--- src/rtl/ddr_burst_writer_if.sv ---
// Frame-FIFO show-ahead read port plus Avalon-MM write master port of ddr_burst_writer.
// master = the burst writer; slave = FIFO and DDR controller side.
interface ddr_burst_writer_if #(
    parameter int USEDW_W = 9
);
    logic [95:0]        fifo_q;
    logic               fifo_empty;
    logic [USEDW_W-1:0] fifo_usedw;
    logic               fifo_rdreq;

    logic               avl_ready;
    logic [28:0]        avl_address;
    logic               avl_write;
    logic               avl_burstbegin;
    logic [6:0]         avl_size;
    logic [63:0]        avl_wdata;
    logic [7:0]         avl_be;

    modport master (
        input  fifo_q, fifo_empty, fifo_usedw, avl_ready,
        output fifo_rdreq, avl_address, avl_write, avl_burstbegin,
               avl_size, avl_wdata, avl_be
    );

    modport slave (
        output fifo_q, fifo_empty, fifo_usedw, avl_ready,
        input  fifo_rdreq, avl_address, avl_write, avl_burstbegin,
               avl_size, avl_wdata, avl_be
    );
endinterface

--- src/rtl/ddr_burst_writer.sv ---
// Drains the packed-frame FIFO into fixed-length Avalon-MM burst writes to DDR.
// Optional macro BURST_CHECK_EN adds the sticky err_align burst/frame marker checker.
module ddr_burst_writer #(
    parameter int BURST_LEN = 32,
    parameter int USEDW_W   = 9
) (
    input  logic                clk_100,
    input  logic                reset_n,
    input  logic                wr_enable,
    ddr_burst_writer_if.master  bus,
    output logic                busy,
    output logic                frame_done,
    output logic [13:0]         burst_cnt
`ifdef BURST_CHECK_EN
    ,
    output logic                err_align
`endif
);

    typedef enum logic [1:0] {
        IDLE  = 2'd0,
        BURST = 2'd1,
        DONE  = 2'd2
    } state_t;

    localparam logic [5:0]         LAST_BEAT = 6'(BURST_LEN - 1);
    localparam logic [USEDW_W-1:0] FILL_MIN  = USEDW_W'(BURST_LEN);

    state_t      state_q, state_d;
    logic [5:0]  beat_cnt_q, beat_cnt_d;
    logic [28:0] addr_q, addr_d;
    logic [13:0] burst_cnt_q, burst_cnt_d;
    logic        frame_end_q, frame_end_d;

    logic        accept;
    logic        is_last_beat;
    logic        head_valid;
    logic        head_last_burst;
    logic        head_last_frame;
    logic        rdreq;
    logic        write;
    logic        burstbegin;
    logic [63:0] wdata;

    assign head_valid      = bus.fifo_q[93];
    assign head_last_frame = bus.fifo_q[94];
    assign head_last_burst = bus.fifo_q[95];
    assign is_last_beat    = (beat_cnt_q == LAST_BEAT);

    always_comb begin
        state_d     = state_q;
        beat_cnt_d  = beat_cnt_q;
        addr_d      = addr_q;
        burst_cnt_d = burst_cnt_q;
        frame_end_d = frame_end_q;
        rdreq       = 1'b0;
        write       = 1'b0;
        burstbegin  = 1'b0;
        wdata       = '0;
        accept      = 1'b0;
        frame_done  = 1'b0;

        unique case (state_q)
            IDLE: begin
                // Invalid heads are discarded before any fill-level check.
                if (!bus.fifo_empty && !head_valid) begin
                    rdreq = 1'b1;
                end else if (wr_enable && (bus.fifo_usedw >= FILL_MIN) && head_valid) begin
                    addr_d     = bus.fifo_q[92:64];
                    beat_cnt_d = '0;
                    state_d    = BURST;
                end
            end

            BURST: begin
                write      = !bus.fifo_empty;
                wdata      = bus.fifo_q[63:0];
                burstbegin = write && (beat_cnt_q == 6'd0);
                accept     = write && bus.avl_ready;
                rdreq      = accept;
                if (accept) begin
                    beat_cnt_d = beat_cnt_q + 6'd1;
                    if (is_last_beat) begin
                        beat_cnt_d  = '0;
                        burst_cnt_d = burst_cnt_q + 14'd1;
                        state_d     = DONE;
                        if (head_last_frame) begin
                            frame_end_d = 1'b1;
                        end
                    end
                end
            end

            DONE: begin
                state_d = IDLE;
                if (frame_end_q) begin
                    frame_done  = 1'b1;
                    burst_cnt_d = '0;
                    frame_end_d = 1'b0;
                end
            end

            default: begin
                state_d = IDLE;
            end
        endcase
    end

    always_ff @(posedge clk_100 or negedge reset_n) begin
        if (!reset_n) begin
            state_q     <= IDLE;
            beat_cnt_q  <= '0;
            addr_q      <= '0;
            burst_cnt_q <= '0;
            frame_end_q <= 1'b0;
        end else begin
            state_q     <= state_d;
            beat_cnt_q  <= beat_cnt_d;
            addr_q      <= addr_d;
            burst_cnt_q <= burst_cnt_d;
            frame_end_q <= frame_end_d;
        end
    end

`ifdef BURST_CHECK_EN
    logic err_align_q, err_align_d;
    logic misaligned;

    // Burst marker must appear exactly on the final beat; frame marker needs a burst marker.
    always_comb begin
        misaligned  = (head_last_burst && !is_last_beat) ||
                      (!head_last_burst && is_last_beat) ||
                      (head_last_frame && !head_last_burst);
        err_align_d = err_align_q || (accept && misaligned);
    end

    always_ff @(posedge clk_100 or negedge reset_n) begin
        if (!reset_n) begin
            err_align_q <= 1'b0;
        end else begin
            err_align_q <= err_align_d;
        end
    end

    assign err_align = err_align_q;
`else
    logic unused_marker;
    assign unused_marker = head_last_burst;
`endif

    assign bus.fifo_rdreq     = rdreq;
    assign bus.avl_write      = write;
    assign bus.avl_burstbegin = burstbegin;
    assign bus.avl_wdata      = wdata;
    assign bus.avl_address    = addr_q;
    assign bus.avl_size       = 7'(BURST_LEN);
    assign bus.avl_be         = 8'hFF;
    assign busy               = (state_q != IDLE);
    assign burst_cnt          = burst_cnt_q;

endmodule

--- src/flat_wrapper.sv ---
// flat-port wrapper written by rule: the top's interface ports become plain ports
module ddr_burst_writer_flat 
#(
    parameter int BURST_LEN = 32,
    parameter int USEDW_W   = 9
)
  (clk_100, reset_n, wr_enable, busy, frame_done, burst_cnt, bus_fifo_q, bus_fifo_empty, bus_fifo_usedw, bus_avl_ready, bus_fifo_rdreq, bus_avl_address, bus_avl_write, bus_avl_burstbegin, bus_avl_size, bus_avl_wdata, bus_avl_be);
  ddr_burst_writer_if #(.USEDW_W(USEDW_W)) bus_i ();
  input  logic clk_100;
  input  logic reset_n;
  input  logic wr_enable;
  output logic busy;
  output logic frame_done;
  output logic [13:0] burst_cnt;
  input wire logic [$bits(bus_i.fifo_q)-1:0] bus_fifo_q;
  input wire logic [$bits(bus_i.fifo_empty)-1:0] bus_fifo_empty;
  input wire logic [$bits(bus_i.fifo_usedw)-1:0] bus_fifo_usedw;
  input wire logic [$bits(bus_i.avl_ready)-1:0] bus_avl_ready;
  output wire logic [$bits(bus_i.fifo_rdreq)-1:0] bus_fifo_rdreq;
  output wire logic [$bits(bus_i.avl_address)-1:0] bus_avl_address;
  output wire logic [$bits(bus_i.avl_write)-1:0] bus_avl_write;
  output wire logic [$bits(bus_i.avl_burstbegin)-1:0] bus_avl_burstbegin;
  output wire logic [$bits(bus_i.avl_size)-1:0] bus_avl_size;
  output wire logic [$bits(bus_i.avl_wdata)-1:0] bus_avl_wdata;
  output wire logic [$bits(bus_i.avl_be)-1:0] bus_avl_be;
  assign bus_i.fifo_q = bus_fifo_q;
  assign bus_i.fifo_empty = bus_fifo_empty;
  assign bus_i.fifo_usedw = bus_fifo_usedw;
  assign bus_i.avl_ready = bus_avl_ready;
  assign bus_fifo_rdreq = bus_i.fifo_rdreq;
  assign bus_avl_address = bus_i.avl_address;
  assign bus_avl_write = bus_i.avl_write;
  assign bus_avl_burstbegin = bus_i.avl_burstbegin;
  assign bus_avl_size = bus_i.avl_size;
  assign bus_avl_wdata = bus_i.avl_wdata;
  assign bus_avl_be = bus_i.avl_be;
  ddr_burst_writer #(.BURST_LEN(BURST_LEN), .USEDW_W(USEDW_W)) u_core (.clk_100(clk_100), .reset_n(reset_n), .wr_enable(wr_enable), .bus(bus_i), .busy(busy), .frame_done(frame_done), .burst_cnt(burst_cnt));
endmodule
--- config.mk ---
export PLATFORM = sky130hd
export DESIGN_NAME = ddr_burst_writer_flat
export DESIGN_NICKNAME = d
export VERILOG_FILES = /design/src/rtl/ddr_burst_writer_if.sv /design/src/rtl/ddr_burst_writer.sv /design/src/flat_wrapper.sv
export SDC_FILE = /design/constraint.sdc
export NUM_CORES = 1
export LEC_CHECK = 0
export ABC_AREA = 1
export BUFFER_PORTS_ARGS = -buffer_cell sky130_fd_sc_hd__buf_2
export CORE_MARGIN = 2
export CORE_UTILIZATION = 37
export DETAILED_ROUTE_END_ITERATION = 12
export PLACE_DENSITY = 0.75
export SLEW_MARGIN = 5
export SYNTH_ARGS = -nofsm -noshare
export SYNTH_HDL_FRONTEND = slang
export SYNTH_SLANG_ARGS = --single-unit
--- constraint.sdc ---
create_clock -name clk_100 -period 1.3 [get_ports clk_100]
set_input_delay 0.26 -clock clk_100 [delete_from_list [all_inputs] [get_ports clk_100]]
set_output_delay 0.26 -clock clk_100 [all_outputs]
set_load 0.02 [all_outputs]
==> run summary <==
Status - finished, violations left
Violated checks - negative setup slack
#FFs+latches synth - 52
Initial drt markers - 213
Clock skew - 0.00981 ns
Met1 usage - 26.8%
RSZ-0062 raised after global routing - yes
GR peak layer - met2
Worst-Skew Late Latency - 0.33 ns
Non-filler cells, final - 868
Number of global-route vias before repair - 4021
HP Class - in -> reg
Max cap viols - 0
I/O Buffers - 215
Met2 usage - 45.8%
Final hold violation count - 0
Starting Density - 37.4%
Distinct cells, synth - 29
Die width - 97.2 um
Yosys warns - 0
R2R cell count - 9
Crit Path Max Fanout - 3
Mapped Cells - 486
CP startpoint kind - register
Total congestion overflow - 0
CTS tree - yes
Hpwl dp - 7620 um
FMAX - 572 MHz
Placed cells - 827
Placed inst area - 4990 um^2
Area Overhead vs Synth - 111%
M3 GR Usage - 4.68%
Clk buf depth - 2
Critical path's slowest cell - dfrtp_1
Final period utilization - 134%
Vias - 4195
Highest-count cells in the layout ignoring fill and taps - buf_2 (144), buf_6 (81), inv_1 (80)
Avg Inst Size Synth - 6.62 um^2
TritonCTS Sinks - 52
Post-synth ARST share - 100%
Required time worst endpoint - 1.04 ns
Most area-hungry cell type in the Yosys netlist - dfrtp_1
WS Path Type - reg -> out
First-pass GRT wire length - 18900 um
DIE HEIGHT - 97.2 um
Sequential share of the synthesized area - 40.5%
Post-route setup slack - -0.447 ns
Total track usage - 24.1%
Worst setup EP type - output pin
Post-route cell area - 6790 um^2
Crit path cell chain - inv_2, ha_4, nand4_1, nor3_4, buf_6
Peak supply drop - 0.000535 V
Min-Delay Path Depth - 3
Area contributors post-synth - dfrtp_1 (40%), nand2_1 (14%), nor2_1 (10%)
Post-synth EDFFs - 0
DP Worst Slack - -0.199 ns
Crit path time final - 1.75 ns
Fin util - 79.0%
Total chip power - 4.62 mW
Routability cong. - 0.858
Layout cell share with drive strength beyond 1 - 61.4%
Top-Level Pins - 237
Clock slew at reported path FFs - 0.11 ns
Root Driver - clkbuf_8
Slew Viols, Final - 0
Most common library cell in the layout ignoring fill and taps - buf_2
Largest net degree at the start of global routing - 53
Num CTS Buffers - 5
DR pass1 iterations - 5
Post-synth top flop - dfrtp_1
# DRC - 0
Fin nets - 872
Wirelength, routed - 13300 um
Reg2reg setup slack - -0.35 ns
Final setup viols - 121
CP Data Arrival Time - 1.49 ns
Antenna Diode Count - 0
Leak - 3.60 nW
Die ar. - 9460 um^2
Cell Area, Synth - 3220 um^2
Synth top area share - 40.5%
Pwr dens - 680 nW/um^2
Routed Antenna Nets - 0
Via-per-instance ratio - 4.83
Routed WL per cell - 15.3 um
Max incr delay on CP - 0.43 ns
Num rows - 34
Initial antenna violation count - 0
H-tree depth - 2
Area of the core - 8590 um^2
==> critical path: cells and delay by family (launching register included) <==
| family | cells | cell delay (ns) |
|---|---|---|
| buffers and inverters | 2 | 0.24 |
| AND/OR/NAND/NOR | 2 | 0.37 |
| adder cells (fa/ha/maj) | 1 | 0.13 |
| flip-flops | 1 | 0.43 |
==> final cells by class <==
type / count / area, um^2
clock buffers: 5 / 68.8
clock inverters: 3 / 26.3
fillers: 539 / 1800
inverters: 89 / 349
multi-input cells: 326 / 2410
flip-flops and latches: 52 / 1310
well taps: 108 / 135
repair buffers: 285 / 2490
==> sequential cells by signal, indices dropped and copies added, names as in the netlist <==
| name | flops |
|---|---|
| u_core.state_q | 2 |
| u_core.bus.avl_address | 29 |
| u_core.frame_end_q | 1 |
| u_core.beat_cnt_q | 6 |
| u_core.burst_cnt | 14 |
==> logic make-up (layout without fill, tap and decap cells) <==
| group | Yosys count | after routing | synth area share [%] |
|---|---|---|---|
| xor gates and xnor gates | 3 | 3 | 0.817 |
| and+or+nand+nor | 280 | 282 | 36.3 |
| adders and majority gates | 3 | 3 | 1.17 |
| AOI/OAI and AO/OA | 23 | 23 | 4.16 |
| DFF | 52 | 52 | 40.5 |
| other | 2 | 15 | 0.233 |
| buffers and inverters | 123 | 382 | 16.9 |
==> repair_timing <==
| action | in CTS | in global routing |
|---|---|---|
| resized for setup | 155 | 195 |
| buffers inserted | 4 | 15 |
| pin swaps | 5 | 19 |
| gates cloned | 8 | 7 |
| hold buffers | 1 | 0 |
| hold endpoints to repair | 52 | 0 |
| setup endpoints to repair | 121 | 124 |
==> synth_stat cells (3+ instances only) <==
cell / number
ha_1: 3
buf_2: 8
buf_4: 15
clkbuf_1: 5
nand4_1: 6
o21ai_2: 3
buf_1: 4
o21ai_1: 9
inv_2: 3
o21ai_0: 6
inv_1: 86
nor2_1: 88
nand3_1: 53
nand2_1: 124
dfrtp_1: 52
==> report_power, final <==
part	switching, mW	internal [mW]
combinational	0.926	0.808
clock	0.628	0.393
sequential	0.133	1.73
total	1.69	2.93
==> per-layer routing <==
layer,share of wire [%],vias to the layer above
met4,2.3,0
met1,37,1993
met3,5.6,29
met5,0,-
met2,55,195
li1,-,1978
==> final timing paths <==
| check | from | endpoint |
|---|---|---|
| min | bus_fifo_q[86] | u_core.bus.avl_address[22]$_DFFE_PN0P_ |
| max reg2reg | u_core.state_q[1]$_DFFE_PN0P_ | u_core.burst_cnt[6]$_DFFE_PN0P_ |
| min in group asynchronous | reset_n | u_core.bus.avl_address[0]$_DFFE_PN0P_ |
| min reg2reg | u_core.bus.avl_address[18]$_DFFE_PN0P_ | u_core.bus.avl_address[18]$_DFFE_PN0P_ |
| max in group asynchronous | reset_n | u_core.state_q[0]$_DFFE_PN0P_ |
| max | u_core.beat_cnt_q[0]$_DFFE_PN0P_ | bus_avl_burstbegin |
==> through the flow <==
stage                     setup TNS [ns]  hold WS (ns)
after floorplan                    -2.37       -0.0356
after global routing              -43.18         0.172
after CTS                         -32.21         0.150
after detailed placement           -9.91         0.277
final                             -37.03         0.159
after global placement             -8.19         0.275
No activity file was read; power rests on OpenSTA's default activity.
